[config.mk]
export PLATFORM = sky130hd
export DESIGN_NAME = batcharger_adcseq
export DESIGN_NICKNAME = d
export VERILOG_FILES = /design/src/rtl/batcharger_adcseq.sv
export SDC_FILE = /design/constraint.sdc
export NUM_CORES = 1
export LEC_CHECK = 0
export BUFFER_PORTS_ARGS = -buffer_cell sky130_fd_sc_hd__buf_4
export CELL_PAD_IN_SITES_DETAIL_PLACEMENT = 0
export CELL_PAD_IN_SITES_GLOBAL_PLACEMENT = 1
export CORE_UTILIZATION = 38
export CTS_BUF_LIST = sky130_fd_sc_hd__clkbuf_16
export DETAILED_ROUTE_END_ITERATION = 10
export MAX_ROUTING_LAYER = met4
export PLACE_DENSITY_LB_ADDON = 0.08
export REMOVE_ABC_BUFFERS = 1
export SKIP_LAST_GASP = 1
export SLEW_MARGIN = 20
export SYNTH_ARGS = -nofsm -noshare
export SYNTH_HDL_FRONTEND = slang
export SYNTH_SLANG_ARGS = --single-unit
[constraint.sdc]
create_clock -name clk_i -period 2.1 [get_ports clk_i]
set_clock_uncertainty 0.2 [all_clocks]
set_input_delay 0.42 -clock clk_i [delete_from_list [all_inputs] [get_ports clk_i]]
set_output_delay 0.42 -clock clk_i [all_outputs]
set_load 0.005 [all_outputs]
[src/rtl/batcharger_adcseq.sv]
// batcharger_adcseq
// Sequences a single shared 8-bit ADC across the battery charger's
// voltage, current and temperature monitor channels. Each channel's most
// recent result is kept in its own register. vtok_o reports when every
// enabled channel holds a fresh sample.
//
// Parameters:
//   SETTLE  - mux settling cycles between an adc_sel_o change and adc_start_o
//   TIMEOUT - CONVERT cycles allowed while waiting for adc_eoc_i
//
// Ports:
//   clk_i        clock, rising edge
//   rst_i        asynchronous active-high reset
//   en_i         sequencer enable
//   vmonen_i     voltage channel enable
//   imonen_i     current channel enable
//   tmonen_i     temperature channel enable
//   adc_data_i   ADC result, valid while adc_eoc_i is high
//   adc_eoc_i    ADC end-of-conversion strobe
//   adc_sel_o    mux select: 0 = V, 1 = I, 2 = T
//   adc_start_o  one-cycle conversion request
//   vbat_o       last voltage result
//   ibat_o       last current result
//   tbat_o       last temperature result
//   vtok_o       all enabled channels are fresh
//   err_o        sticky conversion-timeout flag
module batcharger_adcseq #(
  parameter int SETTLE  = 4,
  parameter int TIMEOUT = 64
) (
  input  logic       clk_i,
  input  logic       rst_i,
  input  logic       en_i,
  input  logic       vmonen_i,
  input  logic       imonen_i,
  input  logic       tmonen_i,
  input  logic [7:0] adc_data_i,
  input  logic       adc_eoc_i,
  output logic [1:0] adc_sel_o,
  output logic       adc_start_o,
  output logic [7:0] vbat_o,
  output logic [7:0] ibat_o,
  output logic [7:0] tbat_o,
  output logic       vtok_o,
  output logic       err_o
);

  typedef enum logic [1:0] {
    ST_IDLE    = 2'd0,
    ST_SETTLE  = 2'd1,
    ST_START   = 2'd2,
    ST_CONVERT = 2'd3
  } state_t;

  localparam logic [7:0] SETTLE_LAST  = 8'(SETTLE - 1);
  localparam logic [7:0] TIMEOUT_LAST = 8'(TIMEOUT - 1);

  state_t      state_q, state_d;
  logic [7:0]  cnt_q, cnt_d;
  logic [1:0]  sel_q, sel_d;
  logic        start_q, start_d;
  logic [7:0]  vbat_q, vbat_d, ibat_q, ibat_d, tbat_q, tbat_d;
  logic [2:0]  fresh_q, fresh_d;
  logic [2:0]  mon_q;
  logic        vtok_q, vtok_d;
  logic        err_q, err_d;

  logic [2:0]  mon_s;
  logic [2:0]  mask_s;
  logic [2:0]  rise_s;
  logic [2:0]  nxt_s;
  logic        adv_s;

  // Round-robin search starting after cur; cur itself is tried last.
  // Returns {found, channel}.
  function automatic logic [2:0] next_ch(input logic [1:0] cur, input logic [2:0] m);
    logic [3:0] m4;
    logic [1:0] c1, c2;
    m4 = {1'b0, m};
    case (cur)
      2'd0:    begin c1 = 2'd1; c2 = 2'd2; end
      2'd1:    begin c1 = 2'd2; c2 = 2'd0; end
      default: begin c1 = 2'd0; c2 = 2'd1; end
    endcase
    if (m4[c1]) begin
      next_ch = {1'b1, c1};
    end else if (m4[c2]) begin
      next_ch = {1'b1, c2};
    end else if (m4[cur]) begin
      next_ch = {1'b1, cur};
    end else begin
      next_ch = {1'b0, cur};
    end
  endfunction

  assign mon_s  = {tmonen_i, imonen_i, vmonen_i};
  assign mask_s = mon_s & {3{en_i}};
  assign rise_s = mon_s & ~mon_q;
  assign nxt_s  = next_ch(sel_q, mask_s);

  // Next-state, capture and status logic.
  always_comb begin
    state_d = state_q;
    cnt_d   = cnt_q;
    sel_d   = sel_q;
    vbat_d  = vbat_q;
    ibat_d  = ibat_q;
    tbat_d  = tbat_q;
    err_d   = err_q;
    adv_s   = 1'b0;
    // A channel that has just been switched on must be re-sampled.
    fresh_d = fresh_q & ~rise_s;

    if (!en_i) begin
      // Leave adc_sel as is; a late strobe lands in IDLE and is ignored.
      state_d = ST_IDLE;
      fresh_d = 3'b000;
      err_d   = 1'b0;
    end else begin
      case (state_q)
        ST_IDLE: begin
          if (mask_s != 3'b000) begin
            if (mask_s[0]) begin
              sel_d = 2'd0;
            end else if (mask_s[1]) begin
              sel_d = 2'd1;
            end else begin
              sel_d = 2'd2;
            end
            cnt_d   = 8'd0;
            state_d = ST_SETTLE;
          end else begin
            state_d = ST_IDLE;
          end
        end
        ST_SETTLE: begin
          if (cnt_q == SETTLE_LAST) begin
            state_d = ST_START;
          end else begin
            cnt_d = cnt_q + 8'd1;
          end
        end
        ST_START: begin
          cnt_d   = 8'd0;
          state_d = ST_CONVERT;
        end
        ST_CONVERT: begin
          // A strobe in the final allowed cycle beats the timeout.
          if (adc_eoc_i) begin
            adv_s = 1'b1;
            case (sel_q)
              2'd0:    begin vbat_d = adc_data_i; fresh_d[0] = 1'b1; end
              2'd1:    begin ibat_d = adc_data_i; fresh_d[1] = 1'b1; end
              2'd2:    begin tbat_d = adc_data_i; fresh_d[2] = 1'b1; end
              default: begin vbat_d = vbat_q; end
            endcase
          end else if (cnt_q == TIMEOUT_LAST) begin
            adv_s = 1'b1;
            err_d = 1'b1;
            case (sel_q)
              2'd0:    fresh_d[0] = 1'b0;
              2'd1:    fresh_d[1] = 1'b0;
              2'd2:    fresh_d[2] = 1'b0;
              default: fresh_d = fresh_d;
            endcase
          end else begin
            cnt_d = cnt_q + 8'd1;
          end
        end
        default: begin
          state_d = ST_IDLE;
        end
      endcase

      if (adv_s) begin
        if (nxt_s[2]) begin
          sel_d   = nxt_s[1:0];
          cnt_d   = 8'd0;
          state_d = ST_SETTLE;
        end else begin
          state_d = ST_IDLE;
        end
      end else begin
        adv_s = 1'b0;
      end
    end

    start_d = (state_d == ST_START) ? 1'b1 : 1'b0;
    // Uses registered fresh bits, so vtok rises one edge after capture.
    vtok_d  = (mask_s != 3'b000) && ((fresh_q & ~rise_s & mask_s) == mask_s) && !err_q;
  end

  // State and output registers.
  always_ff @(posedge clk_i or posedge rst_i) begin
    if (rst_i) begin
      state_q <= ST_IDLE;
      cnt_q   <= 8'd0;
      sel_q   <= 2'd0;
      start_q <= 1'b0;
      vbat_q  <= 8'd0;
      ibat_q  <= 8'd0;
      tbat_q  <= 8'd0;
      fresh_q <= 3'b000;
      mon_q   <= 3'b000;
      vtok_q  <= 1'b0;
      err_q   <= 1'b0;
    end else begin
      state_q <= state_d;
      cnt_q   <= cnt_d;
      sel_q   <= sel_d;
      start_q <= start_d;
      vbat_q  <= vbat_d;
      ibat_q  <= ibat_d;
      tbat_q  <= tbat_d;
      fresh_q <= fresh_d;
      mon_q   <= mon_s;
      vtok_q  <= vtok_d;
      err_q   <= err_d;
    end
  end

  assign adc_sel_o   = sel_q;
  assign adc_start_o = start_q;
  assign vbat_o      = vbat_q;
  assign ibat_o      = ibat_q;
  assign tbat_o      = tbat_q;
  assign vtok_o      = vtok_q;
  assign err_o       = err_q;

endmodule

Yosys cells after proc, flatten, opt, wreduce, memory -nomap -nowiden
Index checks and enable logic that the tools add are counted.

word-level totals
  flip-flop bits (word level) = 45
  output and inout bits = 29
  input port bits = 15

cells by class
  multiplexer cells = 49
  equal/unequal tests = 13
  $lt $le $gt $ge = 3
  bitwise logic cells = 6
  reduce and logical (&&, ||, !) cells = 11
  add/sub/neg operators = 1

operators by type and width
  operator               number
  $mux W8                6
  $pmux W8 S4            1
  $mux W3                7
  $mux W1                20
  $mux W2                9
  $and A3 B3 Y3          4
  $reduce_and A4 Y1      3
  $lt A2 B3 Y1 const B   3
  $add A8 B1 Y8 const B  1
  $eq A2 B2 Y1 const B   4
  $eq A8 B2 Y1 const B   1
  $eq A8 B6 Y1 const B   1
  $pmux W2 S2            2
  $bmux W1 S2            3
  $not A3 Y3             2
  $pmux W2 S3            1
  $eq A2 B1 Y1 const B   2
  $logic_not A2 Y1       2
  $ne A2 B1 Y1 const B   2
  $ne A4 B4 Y1 const B   1
  $eq A3 B3 Y1           1
  $reduce_and A3 Y1      1
  $reduce_bool A3 Y1     1
  $logic_and A1 B1 Y1    2
  other kinds (3)        3

Depth between registers and ports, before layout
  depth after elaboration = 11
  mapped depth = 6

Worst setup path after synthesis
Ideal clock, no wire load.

  path kind = register to register
  from = register cnt_q[0]
  to = register sel_q[1] (netlist: adc_sel_o[1])
  path buffers = 0
  period minus slack after synthesis = 1.960 ns
  path slack = 0.140 ns
  stages on the path, launching flop included = 7
  data arrival time = 1.681 ns
  required time = 1.821 ns
  cell sequence = dfrtp_1 ha_1 and3_4 a41o_2 and4_4 mux2_4 mux2i_1

between the ends
  cells in the longest elaborated chain, start to end = 7
  elaborated cells on any way between the ends = 8
  classes of those cells = 2 x eq/ne; 5 x mux; 1 x reduce/logical

ends and longest elaborated chain
  what                                RTL line  source
  start: declaration                  59        logic [7:0] cnt_q, cnt_d;
  start signal: assignment            209       cnt_q <= cnt_d;
  $eq A8 B6 Y1 (*)                    157       end else if (cnt_q == TIMEOUT_LAST) begin
  $mux W1 (*)                         157
  $mux W1 (*)                         149       if (adc_eoc_i) begin
  $mux W1 (*)                         120       case (state_q)
  $mux W1 (*)                         114       if (!en_i) begin
  $ne A4 B4 Y1 (no source line)       --
  $reduce_and A2 Y1 (no source line)  --
  end signal: assignment              210       sel_q <= sel_d;
  end: declaration                    60        logic [1:0] sel_q, sel_d;

Mark *: on every way between the ends. The rest lies on a longest branch, timed or not. The select of a mux whose other input is x is not followed.
A chain may end at the register's enable or synchronous reset.

Final worst setup path
  from = register cnt_q[1]
  to = register cnt_q[4]

between the ends
  cells in the longest elaborated chain, start to end = 6
  elaborated cells on any way between the ends = 13
  classes of those cells = 1 x add/sub; 2 x eq/ne; 10 x mux

ends and longest elaborated chain
  what                                           RTL line       source
  $add A8 B1 Y8 or $eq A8 B6 Y1 (tied branches)  140, 167, 157
  $mux W8 or $mux W1 (tied branches)             157
  $mux W8 or $mux W1 (tied branches)             149
  $pmux W8 S4 or $mux W1 (tied branches)         120
  $mux W8 or $mux W1 (tied branches)             176, 114
  $mux W8 (*)                                    175            if (adv_s) begin

Marked as above.

==> impl_metrics.prom <==
# TYPE chip_impl_metric gauge
chip_impl_info{name="run_status",value="complete, no violations"} 1
chip_impl_metric{name="drt-pass1-iter-count",unit=""} 4
chip_impl_metric{name="die_width",unit="um"} 78.5
chip_impl_metric{name="finish.net_count",unit=""} 279
chip_impl_metric{name="number_of_global_route_vias_before_repair",unit=""} 1720
chip_impl_metric{name="postSynth.asyncResetShare",unit=""} 1.00
chip_impl_metric{name="mean_cell_area_of_the_mapped_netlist",unit="um^2"} 11.2
chip_impl_info{name="critical_path.reg2reg.endpoint",value="cnt_q[4]"} 1
chip_impl_metric{name="hold_viol_final",unit=""} 0
chip_impl_info{name="regToRegStartpoint",value="cnt_q[1]"} 1
chip_impl_metric{name="critPathMaxStageDelay",unit="ns"} 0.38
chip_impl_info{name="clk_root_buffer_cell",value="sky130_fd_sc_hd__clkbuf_16"} 1
chip_impl_metric{name="num_rows",unit=""} 27
chip_impl_info{name="critPathLaunch",value="cnt_q[1]"} 1
chip_impl_metric{name="syn-cell-area",unit="um^2"} 2220
chip_impl_info{name="routed.top_layer",value="met4"} 1
chip_impl_metric{name="via_per_inst",unit=""} 5.43
chip_impl_metric{name="synth.yosys.seq_area_share",unit=""} 0.507
chip_impl_metric{name="yosys.area_share.simple",unit=""} 0.173
chip_impl_metric{name="timing.fmax",unit="MHz"} 506
chip_impl_metric{name="worst_setup_hold_path_clk_slew",unit="ns"} 0.07
chip_impl_metric{name="num_antenna_cells",unit=""} 0
chip_impl_metric{name="numCtsBuffers",unit=""} 5
chip_impl_metric{name="overall_global_routing_resource_usage",unit=""} 0.191
chip_impl_metric{name="maximum_number_of_pins_on_one_net_before_global_route_repair",unit=""} 46
chip_impl_metric{name="synth_cell_type_count",unit=""} 50
chip_impl_metric{name="ys_warn_count",unit=""} 0
chip_impl_metric{name="worst_ep_required_time",unit="ns"} 2.10
chip_impl_metric{name="wire_length_of_the_first_global_routing_pass",unit="um"} 8690
chip_impl_metric{name="gp_congestion",unit=""} 0.856
chip_impl_metric{name="core-area",unit="um^2"} 5570
chip_impl_metric{name="period_minus_slack",unit="ns"} 1.98
chip_impl_metric{name="max-vdd-ir-drop",unit="V"} 0.000418
chip_impl_metric{name="ff2ff_path_depth",unit=""} 7
chip_impl_info{name="timing.hold.worst.class",value="in -> reg"} 1
chip_impl_metric{name="flip_flop_and_latch_count_after_synthesis",unit=""} 45
chip_impl_metric{name="final_layout_size_suffix_gt1_frac",unit=""} 0.428
chip_impl_metric{name="cp.depth",unit=""} 7
chip_impl_metric{name="routed-via-count",unit=""} 1825
chip_impl_metric{name="dpl.hpwl",unit="um"} 3820
chip_impl_metric{name="wl_met3",unit="um"} 176
chip_impl_metric{name="ioPinCount",unit=""} 44
chip_impl_info{name="rsz0062_at_grt",value="no"} 1
chip_impl_metric{name="detail-route-antenna-nets",unit=""} 0
chip_impl_metric{name="die_height",unit="um"} 78.5
chip_impl_metric{name="finalSetupTns",unit="ns"} 0
chip_impl_metric{name="total_die_area",unit="um^2"} 6160
chip_impl_info{name="crit_slowest_cell",value="sky130_fd_sc_hd__dfrtp_1"} 1
chip_impl_metric{name="cellLeakagePower",unit="nW"} 1.43
chip_impl_metric{name="synth_edf_count",unit=""} 0
chip_impl_metric{name="worst_pin_slew",unit="ns"} 0.362
chip_impl_metric{name="drc",unit=""} 0
chip_impl_metric{name="numPortBuffers",unit=""} 43
chip_impl_metric{name="synth.area.mux_share",unit=""} 0.137
chip_impl_info{name="worst_setup_path_endpoint",value="cnt_q[4]"} 1
chip_impl_metric{name="yosys.area_share.adder",unit=""} 0.00563
chip_impl_metric{name="drt_first_iter_violations",unit=""} 79
chip_impl_metric{name="htreeDepth",unit=""} 2
chip_impl_metric{name="crit_fanout",unit=""} 4
chip_impl_metric{name="cts_sinks",unit=""} 45
chip_impl_info{name="synth_top_family_by_area",value="simple AND/OR/NAND/NOR gates"} 1
chip_impl_metric{name="crit_arrival",unit="ns"} 1.97
chip_impl_metric{name="placed_area",unit="um^2"} 2770
chip_impl_metric{name="initial_utilization",unit=""} 0.399
chip_impl_metric{name="met1Wirelength",unit="um"} 2460
chip_impl_metric{name="synthesized_area_fraction_occupied_by_ao_oa_aoi_and_oai_cells",unit=""} 0.144
chip_impl_metric{name="power_density",unit="nW/um^2"} 825
chip_impl_metric{name="route.met2.wl",unit="um"} 2660
chip_impl_metric{name="report.final.setup_viol",unit=""} 0
chip_impl_metric{name="grt_antenna_before_repair",unit=""} 0
chip_impl_metric{name="cap_violations",unit=""} 0
chip_impl_info{name="critPathCaptureType",value="register"} 1
chip_impl_metric{name="number_of_cells_produced_by_synthesis",unit=""} 199
chip_impl_info{name="cell_class_contributing_the_biggest_share_of_worst_path_delay",value="compound AO/OA/AOI/OAI gates"} 1
chip_impl_metric{name="drv_slew",unit=""} 0
chip_impl_info{name="critPathLaunchType",value="register"} 1
chip_impl_info{name="cp_cell_sequence",value="ha_2 -> and3_4 -> a41o_4 -> a211oi_4 -> buf_4 -> a21oi_1 -> nor3_1"} 1
chip_impl_metric{name="detail_route.wirelength",unit="um"} 5390
chip_impl_metric{name="r2r_slack",unit="ns"} 0.12
chip_impl_info{name="worst_hold_startpoint",value="imonen_i"} 1
chip_impl_metric{name="cts-root-to-sink-buffers",unit=""} 2
chip_impl_metric{name="insertion_delay",unit="ns"} 0.29
chip_impl_info{name="cts_tree",value="built"} 1
chip_impl_metric{name="synth-xor-area-share",unit=""} 0
chip_impl_metric{name="final_area",unit="um^2"} 2990
chip_impl_metric{name="routed_wire_length_per_instance",unit="um"} 16.0
chip_impl_metric{name="final_min_period_over_clock_period",unit=""} 0.941
chip_impl_metric{name="timing.slew.headroom",unit=""} 0.752
chip_impl_info{name="dominantRegCellSynth",value="sky130_fd_sc_hd__dfrtp_1"} 1
chip_impl_metric{name="overflow",unit=""} 0
chip_impl_metric{name="area_growth_syn_to_layout",unit="%"} 34.4
chip_impl_metric{name="worst_path_bufs_invs",unit=""} 1
chip_impl_info{name="setup.worst_path.class",value="reg -> reg"} 1
-- stage by stage --
stage                util  power, W  hold slack, ns  std cells  worst slack, ns
floorplan               -   0.00128           0.251        192            0.140
global placement    0.497   0.00155           0.270        327           0.0917
detailed placement  0.497   0.00154           0.291        327           0.0781
CTS                 0.530   0.00248           0.101        336           0.0501
global route        0.536   0.00258           0.103        336           0.0270
finish              0.536   0.00246           0.102        336            0.124
-- timing repair --
| action | 4_1_cts | 5_1_grt |
|---|---|---|
| buffers inserted | 0 | 0 |
| gates resized for setup | 0 | 5 |
| setup endpoints to repair | 0 | 5 |
| hold endpoints to repair | 45 | 0 |
| hold buffers | 1 | 0 |
-- synth_stat cells (3+ instances only) --
| cell type | count | area (um^2) |
|---|---|---|
| sky130_fd_sc_hd__dfrtp_1 | 45 | 1130 |
| sky130_fd_sc_hd__mux2_2 | 24 | 270 |
| sky130_fd_sc_hd__nand2_1 | 18 | 67.6 |
| sky130_fd_sc_hd__nor2_1 | 15 | 56.3 |
| sky130_fd_sc_hd__inv_1 | 9 | 33.8 |
| sky130_fd_sc_hd__a21oi_1 | 6 | 30.0 |
| sky130_fd_sc_hd__nand3_1 | 6 | 30.0 |
| sky130_fd_sc_hd__o21ai_0 | 6 | 30.0 |
| sky130_fd_sc_hd__buf_2 | 5 | 25.0 |
| sky130_fd_sc_hd__a31oi_1 | 4 | 25.0 |
| sky130_fd_sc_hd__nor3_1 | 4 | 20.0 |
| sky130_fd_sc_hd__o211ai_1 | 4 | 30.0 |
| sky130_fd_sc_hd__nor2_2 | 3 | 18.8 |
| sky130_fd_sc_hd__nor4_1 | 3 | 18.8 |
| sky130_fd_sc_hd__o22ai_1 | 3 | 18.8 |
-- per-layer routing --
| layer | GRT usage | up-vias |
|---|---|---|
| met4 | 0.0889 | 0 |
| met3 | 0.0442 | 8 |
| met5 | - | - |
| met2 | 0.297 | 43 |
| li1 | - | 864 |
| met1 | 0.236 | 910 |
-- power by group --
| part | leakage, nW | switching [W] | internal [W] |
|---|---|---|---|
| logic | 0.736 | 0.000272 | 0.000263 |
| registers | 0.612 | 0.0000558 | 0.000944 |
| clock network | 0.0859 | 0.000357 | 0.000572 |
-- state kept, by name (all words and copies together) (netlist names) --
signal / count
mon_q: 3
fresh_q: 3
vtok_o: 1
state_q: 2
adc_sel_o: 2
ibat_o: 8
vbat_o: 8
err_o: 1
tbat_o: 8
adc_start_o: 1
cnt_q: 8
-- cell usage in the layout, fill, tap and decap left out, types with 5 or more instances in the layout --
cell type,n
sky130_fd_sc_hd__a21oi_1,5
sky130_fd_sc_hd__buf_4,60
sky130_fd_sc_hd__clkbuf_16,5
sky130_fd_sc_hd__dfrtp_1,45
sky130_fd_sc_hd__inv_1,8
sky130_fd_sc_hd__mux2_2,24
sky130_fd_sc_hd__nand2_1,18
sky130_fd_sc_hd__nand3_1,6
sky130_fd_sc_hd__nor2_1,15
sky130_fd_sc_hd__o21ai_0,6
-- logic make-up after synthesis --
logic type	after synthesis
AND/OR/NAND/NOR	68
flip-flops	45
AO/OA/AOI/OAI	42
multiplexers	27
buffers and inverters	16
adder cells (fa/ha/maj)	1
-- worst reg2reg max path, stage by stage (launching register included) --
cell,delay [ns]
sky130_fd_sc_hd__dfrtp_1,0.38
sky130_fd_sc_hd__ha_2,0.20
sky130_fd_sc_hd__and3_4,0.21
sky130_fd_sc_hd__a41o_4,0.23
sky130_fd_sc_hd__a211oi_4,0.23
sky130_fd_sc_hd__buf_4,0.15
sky130_fd_sc_hd__a21oi_1,0.07
sky130_fd_sc_hd__nor3_1,0.21
-- how the worst min path moves through the flow --
stage                       end  slack (ns)  depth (start not counted)
floorplan              mon_q[0]        0.25                          0
global placement         vtok_o        0.27                          1
detailed placement  adc_start_o        0.29                          3
CTS                    mon_q[1]        0.10                          1
global route           mon_q[1]        0.10                          1
finish                 mon_q[1]        0.10                          1
-- area by class of cell --
cell class	instances	area, um^2
Fill cell	526	2590
Sequential cell	45	1130
Multi-Input combinational cell	138	1050
Timing Repair Buffer	64	512
Clock buffer	5	125
Tap cell	72	90.1
Clock inverter	3	50.0
Inverter	9	33.8
Power figures use the tool's default switching activity.
